**src/rtl/divmmc_spi_if.sv**
```systemverilog
// DivMMC CPU-side bus bundle.
//   enable : DivMMC enabled; when low every CPU access is ignored
//   wr, rd : one-cycle I/O write / read strobes
//   a, d   : I/O address low byte and CPU write data
//   q      : receive register (last byte shifted in)
//   qe     : read of the data port is in progress (bus mux select)
//   busy   : SPI transfer in progress
// The master modport is the CPU / I/O decode side; the slave modport is the SPI block.
interface divmmc_spi_if;
   logic       enable;
   logic       wr;
   logic       rd;
   logic [7:0] a;
   logic [7:0] d;
   logic [7:0] q;
   logic       qe;
   logic       busy;

   modport master (
      output enable, wr, rd, a, d,
      input  q, qe, busy
   );

   modport slave (
      input  enable, wr, rd, a, d,
      output q, qe, busy
   );
endinterface

```
**src/rtl/divmmc_spi.sv**
```systemverilog
// DivMMC SPI master, mode 0, MSB first.
// The CPU sees a chip-select latch at PORTCS and a data port at PORTDT.
// Writing the data port sends a byte. Reading it returns the previous byte
// and starts a 0xFF dummy transfer. Each SCK half-period lasts DIV pulses of ce.
// Ports:
//   clock, reset : system clock, synchronous active-high reset
//   ce           : SPI bit-rate clock enable (one-cycle pulses)
//   bus          : CPU-side bundle (divmmc_spi_if.slave)
//   sdcCs        : SD chip select, active low
//   sdcCk        : SPI clock, idle low
//   sdcMosi      : master out
//   sdcMiso      : master in
module divmmc_spi #(
   parameter int         DIV    = 2,
   parameter logic [7:0] PORTCS = 8'hE7,
   parameter logic [7:0] PORTDT = 8'hEB
) (
   input  logic         clock,
   input  logic         reset,
   input  logic         ce,
   divmmc_spi_if.slave  bus,
   output logic         sdcCs,
   output logic         sdcCk,
   output logic         sdcMosi,
   input  logic         sdcMiso
);

   typedef enum logic [1:0] {
      IDLE = 2'd0,
      LOW  = 2'd1,
      HIGH = 2'd2
   } state_t;

   localparam logic [7:0] DIV_LAST = 8'(DIV - 1);

   state_t     state;
   logic [7:0] txSr;
   logic [7:0] rxSr;
   logic [7:0] divCnt;
   logic [2:0] bitCnt;
   logic [7:0] qReg;
   logic       busyReg;
   logic       csReg;
   logic       ckReg;
   logic       mosiReg;

   logic       csHit;
   logic       wrData;
   logic       rdData;
   logic       startXfer;
   logic [7:0] startByte;
   logic       phaseDone;

   // A write takes priority over a simultaneous read, so a read only counts when no write is present.
   assign csHit     = bus.wr & bus.enable & (bus.a == PORTCS);
   assign wrData    = bus.wr & bus.enable & (bus.a == PORTDT);
   assign rdData    = bus.rd & ~bus.wr & bus.enable & (bus.a == PORTDT);
   assign startXfer = (wrData | rdData) & ~busyReg;
   assign startByte = wrData ? bus.d : 8'hFF;
   assign phaseDone = ce & (divCnt == DIV_LAST);

   assign bus.q    = qReg;
   assign bus.busy = busyReg;
   assign bus.qe   = bus.rd & bus.enable & (bus.a == PORTDT);
   assign sdcCs    = csReg;
   assign sdcCk    = ckReg;
   assign sdcMosi  = mosiReg;

   always_ff @(posedge clock) begin
      if (reset) begin
         state   <= IDLE;
         txSr    <= 8'hFF;
         rxSr    <= 8'hFF;
         divCnt  <= 8'd0;
         bitCnt  <= 3'd0;
         qReg    <= 8'hFF;
         busyReg <= 1'b0;
         csReg   <= 1'b1;
         ckReg   <= 1'b0;
         mosiReg <= 1'b1;
      end else begin
         // The chip-select latch stays writable during a transfer.
         if (csHit) begin
            csReg <= bus.d[0];
         end

         case (state)
            IDLE: begin
               if (startXfer) begin
                  // Entering LOW: present the MSB right away.
                  txSr    <= startByte;
                  mosiReg <= startByte[7];
                  busyReg <= 1'b1;
                  bitCnt  <= 3'd0;
                  divCnt  <= 8'd0;
                  state   <= LOW;
               end
            end

            LOW: begin
               if (phaseDone) begin
                  // Rising SCK: sample MISO and shift tx, filling with ones.
                  divCnt <= 8'd0;
                  ckReg  <= 1'b1;
                  rxSr   <= {rxSr[6:0], sdcMiso};
                  txSr   <= {txSr[6:0], 1'b1};
                  state  <= HIGH;
               end else if (ce) begin
                  divCnt <= divCnt + 8'd1;
               end
            end

            HIGH: begin
               if (phaseDone) begin
                  divCnt <= 8'd0;
                  ckReg  <= 1'b0;
                  if (bitCnt == 3'd7) begin
                     qReg    <= rxSr;
                     busyReg <= 1'b0;
                     mosiReg <= 1'b1;
                     state   <= IDLE;
                  end else begin
                     // txSr was already shifted on the rising edge, so bit 7 is the next bit.
                     bitCnt  <= bitCnt + 3'd1;
                     mosiReg <= txSr[7];
                     state   <= LOW;
                  end
               end else if (ce) begin
                  divCnt <= divCnt + 8'd1;
               end
            end

            default: begin
               state <= IDLE;
            end
         endcase
      end
   end

endmodule

```
**src/flat_wrapper.sv**
```systemverilog
// flat-port wrapper written by rule: the top's interface ports become plain ports
module divmmc_spi_flat 
#(
   parameter int         DIV    = 2,
   parameter logic [7:0] PORTCS = 8'hE7,
   parameter logic [7:0] PORTDT = 8'hEB
)
  (clock, reset, ce, sdcCs, sdcCk, sdcMosi, sdcMiso, bus_enable, bus_wr, bus_rd, bus_a, bus_d, bus_q, bus_qe, bus_busy);
  divmmc_spi_if bus_i ();
  input  logic clock;
  input  logic reset;
  input  logic ce;
  output logic sdcCs;
  output logic sdcCk;
  output logic sdcMosi;
  input  logic sdcMiso;
  input wire logic [$bits(bus_i.enable)-1:0] bus_enable;
  input wire logic [$bits(bus_i.wr)-1:0] bus_wr;
  input wire logic [$bits(bus_i.rd)-1:0] bus_rd;
  input wire logic [$bits(bus_i.a)-1:0] bus_a;
  input wire logic [$bits(bus_i.d)-1:0] bus_d;
  output wire logic [$bits(bus_i.q)-1:0] bus_q;
  output wire logic [$bits(bus_i.qe)-1:0] bus_qe;
  output wire logic [$bits(bus_i.busy)-1:0] bus_busy;
  assign bus_i.enable = bus_enable;
  assign bus_i.wr = bus_wr;
  assign bus_i.rd = bus_rd;
  assign bus_i.a = bus_a;
  assign bus_i.d = bus_d;
  assign bus_q = bus_i.q;
  assign bus_qe = bus_i.qe;
  assign bus_busy = bus_i.busy;
  divmmc_spi #(.DIV(DIV), .PORTCS(PORTCS), .PORTDT(PORTDT)) u_core (.clock(clock), .reset(reset), .ce(ce), .bus(bus_i), .sdcCs(sdcCs), .sdcCk(sdcCk), .sdcMosi(sdcMosi), .sdcMiso(sdcMiso));
endmodule
```
**config.mk**
```make
export PLATFORM = sky130hd
export DESIGN_NAME = divmmc_spi_flat
export DESIGN_NICKNAME = d
export VERILOG_FILES = /design/src/rtl/divmmc_spi_if.sv /design/src/rtl/divmmc_spi.sv /design/src/flat_wrapper.sv
export SDC_FILE = /design/constraint.sdc
export NUM_CORES = 1
export LEC_CHECK = 0
export ABC_AREA = 1
export CORE_MARGIN = 5
export CORE_UTILIZATION = 57
export DETAILED_ROUTE_END_ITERATION = 6
export PLACE_DENSITY_LB_ADDON = 0.05
export SLEW_MARGIN = 10
export SYNTH_ARGS = -nofsm -noshare
export SYNTH_HDL_FRONTEND = slang
export SYNTH_SLANG_ARGS = --single-unit
export TNS_END_PERCENT = 30
```
**constraint.sdc**
```tcl
create_clock -name clock -period 2.4 [get_ports clock]
set_clock_uncertainty 0.15 [all_clocks]
set_input_delay 0.72 -clock clock [delete_from_list [all_inputs] [get_ports clock]]
set_output_delay 0.72 -clock clock [all_outputs]
set_load 0.005 [all_outputs]
```
Word level (Yosys, flattened, before mapping):

Index checks and enable logic that the tools add are counted.

* add/subtract/negate cells: 2
* muxes and demuxes: 28
* reduce and logical (&&, ||, !) cells: 15
* equality and inequality tests: 12
* bitwise operators: 13

Operator list (number)
* $mux 8: 6
* $pmux 8 s2: 2
* $reduce_and 3->1: 6
* $eq 8x8->1 const B: 2
* $and 1x1->1: 10
* $mux 1: 9
* $mux 3: 3
* $add 8x1->8 const B: 1
* $eq 8x1->1 const B: 1
* $ne 2x1->1 const B: 4
* $reduce_and 4->1: 2
* $reduce_bool 2->1: 4
* $mux 2: 3
* $pmux 1 s2: 3
* $pmux 2 s3: 1
* $pmux 3 s2: 1
* $add 3x1->3 const B: 1
* $eq 3x3->1 const B: 1
* $ne 3x1->1 const B: 1
* $eq 2x1->1 const B: 1
* $eq 2x2->1 const B: 1
* $logic_not 2->1: 1
* $ne 2x2->1 const B: 1
* $not 1->1: 2
* other kinds (3): 3

* word-level logic and storage cells: 80
* output and inout bits: 13
* bits of input ports: 23
* bits in registers: 41

Depth between registers and ports, before layout:

Gate-level depths: netlist (run 1).

* depth in word-level cells: 8
* mapped depth: 11
* gate-level depth less buffers: 11

Least setup slack after synthesis (run 1):

No wires, ideal clock.

* path kind: input-to-output
* from: input port bus_a[5]
* to: output port bus_qe
* arrival time: 1.108 ns
* setup slack: 0.422 ns
* stages: 4
* path buffers: 0
* data required time: 1.530 ns
* cells stage by stage: inv_1 nor2_2 nand2_2 nor3_1

* cells in the longest elaborated chain, start to end: 2

RTL lines
* start: declaration: line flat_wrapper.sv:20 `input wire logic [$bits(bus_i.a)-1:0] bus_a;`
* $eq 8x8->1: line divmmc_spi.sv:64 `assign bus.qe = bus.rd & bus.enable & (bus.a == PORTDT);`
* $and 1x1->1: line divmmc_spi.sv:64
* end: declaration: line flat_wrapper.sv:23 `output wire logic [$bits(bus_i.qe)-1:0] bus_qe;`

Every way passes these cells.

Worst setup path in the final report (run 1):

* from: input port bus_a[3]
* to: output port bus_qe

The elaborated chain is that of the path after synthesis.

==> impl_metrics.py, run 1 <==
metrics = {
    "synth": {
        "synth_area_leaders": "dfxtp_1 (38%), nand2_1 (19%), nand3_1 (6.5%)",
        "netlist_instances": 311,
        "syn_avg_cell_area_sq_um": 6.920,
        "yosysSeqAreaShare_pct": 38.14,
        "synth_top_area_share_pct": 38.14,
        "synth_area_sq_mm": 0.002152,
        "ys_ff_latch": 41,
        "yosysUniqueCellTypes": 29,
        "yosysWarnings": 0,
        "syn-num-nets": 342,
        "synth_top_cell_by_area": "dfxtp_1",
    },
    "detailed_routing": {
        "routed_wl_um": 4819,
        "first_iter_violations": 122,
        "drc_errors": 0,
        "route.detailed.wl_per_inst_um": 11.75,
        "vias": 2066,
        "dr.pass1.iters": 4,
        "vias_per_cell": 5.039,
        "detail-route-antenna-nets": 0,
    },
    "power": {
        "p_sw_uw": 375.1,
        "p_int_mw": 1.000,
        "ir_worst_vdd_mv": 0.3853,
        "p_clk_share_pct": 32.0,
        "p_leak_nw": 1.221,
        "switching_share_pct": 27.27,
        "p_comb_share_pct": 15.9,
        "seq_power_share_pct": 52.1,
        "power_mw": 1.376,
        "power_density_mw_per_mm2": 505.2,
    },
    "critical_path": {
        "cp.arrival_ns": 1.46,
        "crit_chain": "dlygate4sd2_1 -> inv_1 -> nor2_2 -> nand2_2 -> nor3_1 -> buf_2",
        "cpPeakStageDelay_ns": 0.22,
        "crit_type": "in2out",
        "critical_path.max_fanout": 2,
        "crit_buf_inv": 3,
        "start_kind": "input pin",
        "cp_slowest_cell": "dlygate4sd2_1",
        "cp-end-kind": "output port",
        "path_delay_family": "buffers and inverters",
        "worstPathRequired_ns": 1.53,
    },
    "timing": {
        "rsz0062_at_grt": "false",
        "worst_slack_ns": 0.07370,
        "tns_ns": 0,
        "finalSetupViolCount": 0,
        "post-route-period-util_pct": 96.93,
        "slew_headroom_pct": 73.21,
        "fin_hold_ws_ns": 0.3239,
        "finalCriticalPeriod_ns": 2.326,
        "tightestPinTransition_ns": 0.4018,
        "finalHoldViolations": 0,
        "drv_slew": 0,
        "clock.fmax_mhz": 429.9,
    },
    "cts": {
        "ctsHoldBuffers": 0,
        "numClockSinks": 41,
        "cts.htree.levels": 2,
        "clockRootBuffer": "clkbuf_8",
        "clk_pin_slew_worst_paths_ns": 0.07,
        "cts_tree": "built",
        "cts_buffer_depth": 2,
        "clock_latency_ns": 0.30,
        "numCtsBuffers": 5,
    },
    "global_routing": {
        "grt_pass1_wl_um": 8252,
        "globalRouteTotalUtil_pct": 19.90,
        "grt.overflow.total": 0,
        "grt_pass1_vias": 1991,
        "antenna_found_initial": 0,
        "grt_max_degree": 31,
    },
    "place": {
        "preCtsSetupSlack_ns": -0.5368,
        "port_buffers": 35,
        "hpwl_um": 3504,
        "gp_congestion": 0.8382,
    },
    "flow_run": {
        "cap_violations": 0,
    },
    "floorplanning": {
        "core_sq_mm": 0.003661,
        "rows": 22,
        "pin_count": 36,
        "dieHeight_um": 71.45,
        "dieWidth_um": 71.45,
        "dieArea_sq_mm": 0.005104,
        "start_util_pct": 58.78,
    },
    "cells_and_area": {
        "nNetsFinal": 392,
        "drive_gt1_share_pct": 14.64,
        "num-fill-cells": 324,
        "antenna_cells": 0,
        "syn2layout_area_growth_pct": 26.51,
        "post-route-util_pct": 74.37,
    },
    "worst_hold_path": {
        "holdCritPathClass": "reg2reg",
    },
    "outcome": {
        "status": "finished, final reports clean",
    },
}
==> what timing repair did <==
action | in CTS | in global routing
buffers inserted | 4 | 0
endpoints found under the setup margin | 1 | 0
gates resized for setup | 15 | 0
==> cells by family after synthesis <==
| kind of cell | after synthesis | share of synthesized area, % |
|---|---|---|
| flip-flops | 41 | 38.14 |
| buffers and inverters | 44 | 8.430 |
| adder cells (fa/ha/maj) | 8 | 4.651 |
| XOR/XNOR | 2 | 0.8141 |
| AO/OA/AOI/OAI | 37 | 10.70 |
| AND/OR/NAND/NOR | 179 | 37.27 |
==> final timing paths <==
check | startpoint | slack, ns | depth (start not counted) | end
max reg2reg | u_core.state[1] | 0.42 | 8 | u_core.txSr[0]
min | u_core.txSr[7] | 0.32 | 2 | u_core.txSr[7]
min reg2reg | u_core.txSr[7] | 0.32 | 2 | u_core.txSr[7]
max | bus_a[3] | 0.07 | 6 | bus_qe
==> power groups by stage <==
stage	Combinational, mW	Clock [mW]	Sequential (mW)
4_1_cts	0.219	0.451	0.716
6_report	0.219	0.440	0.716
3_5_place_dp	0.218	0	0.732
5_1_grt	0.243	0.481	0.720
3_3_place_gp	0.213	0	0.731
2_1_floorplan	0.135	0	0.729
==> state kept, by name (all words and copies together), names as in the netlist <==
register / count
u_core.bitCnt: 3
u_core.rxSr: 8
u_core.divCnt: 8
u_core.bus.q: 8
u_core.sdcCk: 1
u_core.bus.busy: 1
u_core.sdcCs: 1
u_core.state: 2
u_core.txSr: 8
u_core.sdcMosi: 1
==> synth_stat cells <==
cell      number
a21oi_1       11
a21oi_4        1
buf_2          3
buf_4          1
buf_6          1
clkbuf_1       4
clkinv_2       1
dfxtp_1       41
ha_1           8
inv_1         29
inv_2          5
nand2_1      111
nand2_2        5
nand2_4        3
nand3_1       28
nand3_2        2
nand3b_1       1
nand4_1        7
nor2_1        13
nor2_2         5
nor2_4         1
nor3_1         2
nor3b_1        1
o211ai_1       8
o21ai_0       12
o21ai_1        2
o21ai_2        2
o221a_2        1
xor2_1         2
==> area by class of cell <==
type                       count  area, sq um  area share, %
multi-input combinational    226         1150          42.23
sequential                    41        820.8          30.15
timing repair buffer          52        473.0          17.37
inverter                      35        132.6          4.871
clock buffer                   5        68.82          2.528
tap                           48        60.06          2.206
clock inverter                 3        17.52         0.6434
==> tightest hold or removal path, stage by stage, from the launching register on <==
cell and delay [ns]:
dfxtp_1 0.33, nand2_1 0.05, nand3_1 0.06
==> metal layers <==
metal	global-route usage [%]	share of wire, %	vias up
met5	0	0	-
met4	6.472	1.3	0
met3	5.189	4.8	6
met2	36.22	50	45
met1	22.42	44	918
li1	-	-	1097
==> metrics by stage <==
step | area (sq um) | instances
global route | 2723 | 410
CTS | 2723 | 410
finish | 2723 | 410
global placement | 2624 | 398
floorplan | 2152 | 311
detailed placement | 2624 | 398
==> placed cells by master, fill, tap and decap left out <==
| master | count |
|---|---|
| nand2_1 | 111 |
| dfxtp_1 | 41 |
| inv_1 | 28 |
| nand3_1 | 28 |
| clkdlybuf4s50_1 | 24 |
| buf_4 | 16 |
| nor2_1 | 13 |
| o21ai_0 | 12 |
| a21oi_1 | 11 |
| dlygate4sd2_1 | 10 |
| o211ai_1 | 8 |
| ha_1 | 8 |
| nand4_1 | 7 |
| inv_2 | 6 |
| nor2_2 | 5 |
| nand2_2 | 5 |
| clkbuf_8 | 5 |
| nand2_4 | 3 |
| clkinv_2 | 3 |
| nor3_1 | 2 |
| o21ai_2 | 2 |
| xor2_1 | 2 |
| nand3_2 | 2 |
| o21ai_1 | 2 |
| nor2_4 | 1 |
| nor3b_1 | 1 |
| nand3b_1 | 1 |
| o221a_2 | 1 |
| a21oi_4 | 1 |
| clkinvlp_4 | 1 |
| buf_2 | 1 |
| buf_12 | 1 |
No activity file was read; power rests on OpenSTA's default activity.
==> inputs of run 2 (changes only) <==
- CORE_ASPECT_RATIO: unset -> 1.4
==> run 2 against run 1 <==
Effect of this change:
- global-route usage is 1.5 points higher
- sequential power hardly changed
- first-iteration DRC count is 5.7% lower
- largest cell class unchanged
- clock power is 8.4% higher
- fmax is 1.3% lower
- critical path type unchanged
- count of clock-buffer cells in the layout is 1 higher
- highest routed layer unchanged
- flip-flop and latch count stayed put
- critical path depth is 2 lower
- die area is 0.34% higher
- combinational power hardly changed
- worst hold slack better by 0.0025 ns
- worst setup slack worse by 0.031 ns
==> impl_metrics.py, run 2 (synthesis gave the netlist of run 1 again) <==
metrics = {
    "flow_run": {
        "cap_violations": 0,
    },
    "timing": {
        "drv_slew": 0,
        "finalCriticalPeriod_ns": 2.357,
        "post-route-period-util_pct": 98.21,
        "tightestPinTransition_ns": 0.3794,
        "finalSetupViolCount": 0,
        "rsz0062_at_grt": "false",
        "finalHoldViolations": 0,
        "clock.fmax_mhz": 424.3,
        "slew_headroom_pct": 74.71,
        "worst_slack_ns": 0.04307,
    },
    "floorplanning": {
        "rows": 26,
        "dieWidth_um": 61.93,
        "dieHeight_um": 82.70,
        "dieArea_sq_mm": 0.005122,
        "start_util_pct": 59.07,
        "pin_count": 36,
        "core_sq_mm": 0.003643,
    },
    "power": {
        "p_leak_nw": 1.261,
        "power_density_mw_per_mm2": 509.9,
        "ir_worst_vdd_mv": 0.4706,
        "power_mw": 1.415,
    },
    "detailed_routing": {
        "vias_per_cell": 5.191,
        "first_iter_violations": 115,
        "routed_wl_um": 4762,
        "route.detailed.wl_per_inst_um": 11.64,
        "vias": 2123,
        "detail-route-antenna-nets": 0,
        "drc_errors": 0,
        "dr.pass1.iters": 5,
    },
    "global_routing": {
        "grt_pass1_wl_um": 8349,
        "grt.overflow.total": 0,
        "use_met3_pct": 3.577,
        "gr-usage-met1_pct": 25.41,
        "grt_max_degree": 16,
        "busiest_layer": "met2",
        "grt_pass1_vias": 1986,
        "antenna_found_initial": 0,
        "use_met2_pct": 37.21,
        "globalRouteTotalUtil_pct": 21.41,
    },
    "outcome": {
        "status": "finished, final reports clean",
    },
    "place": {
        "gp_congestion": 0.9087,
        "port_buffers": 35,
        "hpwl_um": 3392,
        "preCtsSetupSlack_ns": -0.5183,
        "place_inst": 393,
    },
    "cells_and_area": {
        "nNetsFinal": 397,
        "layout_common_cells": "nand2_1 (110), dfxtp_1 (41), inv_1 (28), nand3_1 (28), clkdlybuf4s50_1 (25)",
        "final_common_cell": "nand2_1",
        "syn2layout_area_growth_pct": 28.95,
        "antenna_cells": 0,
        "instances_no_fill": 409,
        "drive_gt1_share_pct": 16.35,
        "post-route-util_pct": 76.17,
    },
    "critical_path": {
        "worstPathRequired_ns": 1.53,
        "cpPeakStageDelay_ns": 0.47,
        "critical_path.max_fanout": 2,
        "rr_worst_depth": 8,
        "crit_chain": "clkdlybuf4s50_1 -> nand2_2 -> nor3_2 -> buf_2",
        "cp_slowest_cell": "clkdlybuf4s50_1",
        "start_kind": "input pin",
        "cp-end-kind": "output port",
        "reg2reg_slack_ns": 0.51,
        "cp.arrival_ns": 1.49,
        "crit_type": "in2out",
    },
    "cts": {
        "numCtsBuffers": 5,
        "clk_pin_slew_worst_paths_ns": 0.08,
        "cts_tree": "built",
        "clockRootBuffer": "clkbuf_8",
        "numClockSinks": 41,
        "clock_latency_ns": 0.29,
        "cts.htree.levels": 2,
        "cts_buffer_depth": 2,
    },
    "worst_hold_path": {
        "min_path_cells": 2,
        "holdCritPathClass": "reg2reg",
    },
}
-- run 2: routing by layer --
metal / share of wire (%) / routed length (um) / vias up
met2: 50 / 2401 / 49
li1: - / - / 1106
met4: 1.9 / 91 / 0
met5: 0 / 0 / -
met1: 43 / 2051 / 959
met3: 4.6 / 217 / 9
-- run 2: final cells by class --
class | count | area (sq um)
Timing Repair Buffer | 57 | 515.5
Clock inverter | 2 | 13.76
Multi-Input combinational cell | 226 | 1157
Sequential cell | 41 | 820.8
Inverter | 35 | 132.6
Tap cell | 42 | 52.55
Clock buffer | 6 | 82.58
Fill cell | 305 | 868.3
-- run 2: worst paths after layout --
path,to,from
min,u_core.txSr[4],u_core.txSr[4]
min reg2reg,u_core.txSr[4],u_core.txSr[4]
max reg2reg,u_core.txSr[0],u_core.state[1]
max,bus_qe,bus_rd
-- run 2: stage by stage --
step,hold slack (ns),TNS [ns],area [sq um]
final,0.3264,0,2775
after global routing,0.3548,0,2775
after floorplan,0.2792,0,2152
after global placement,0.3023,-1.333,2624
after detailed placement,0.3047,-1.667,2624
after CTS,0.3291,0,2773
-- run 2: critical path: cells and delay by family --
family / cells / cell delay [ns]
and+or+nand+nor: 2 / 0.16
buffers and inverters: 2 / 0.61
-- run 2: repair_timing --
action / CTS / global route
hold buffers: 0 / 0
gates resized for setup: 15 / 1
endpoints found under the setup margin: 1 / 1
pin swaps: 8 / 3
setup buffers: 8 / 0
-- run 2: report_power, final --
| part | internal [mW] | switching, mW |
|---|---|---|
| registers | 0.702 | 0.0140 |
| logic | 0.102 | 0.120 |
| clock network | 0.233 | 0.244 |
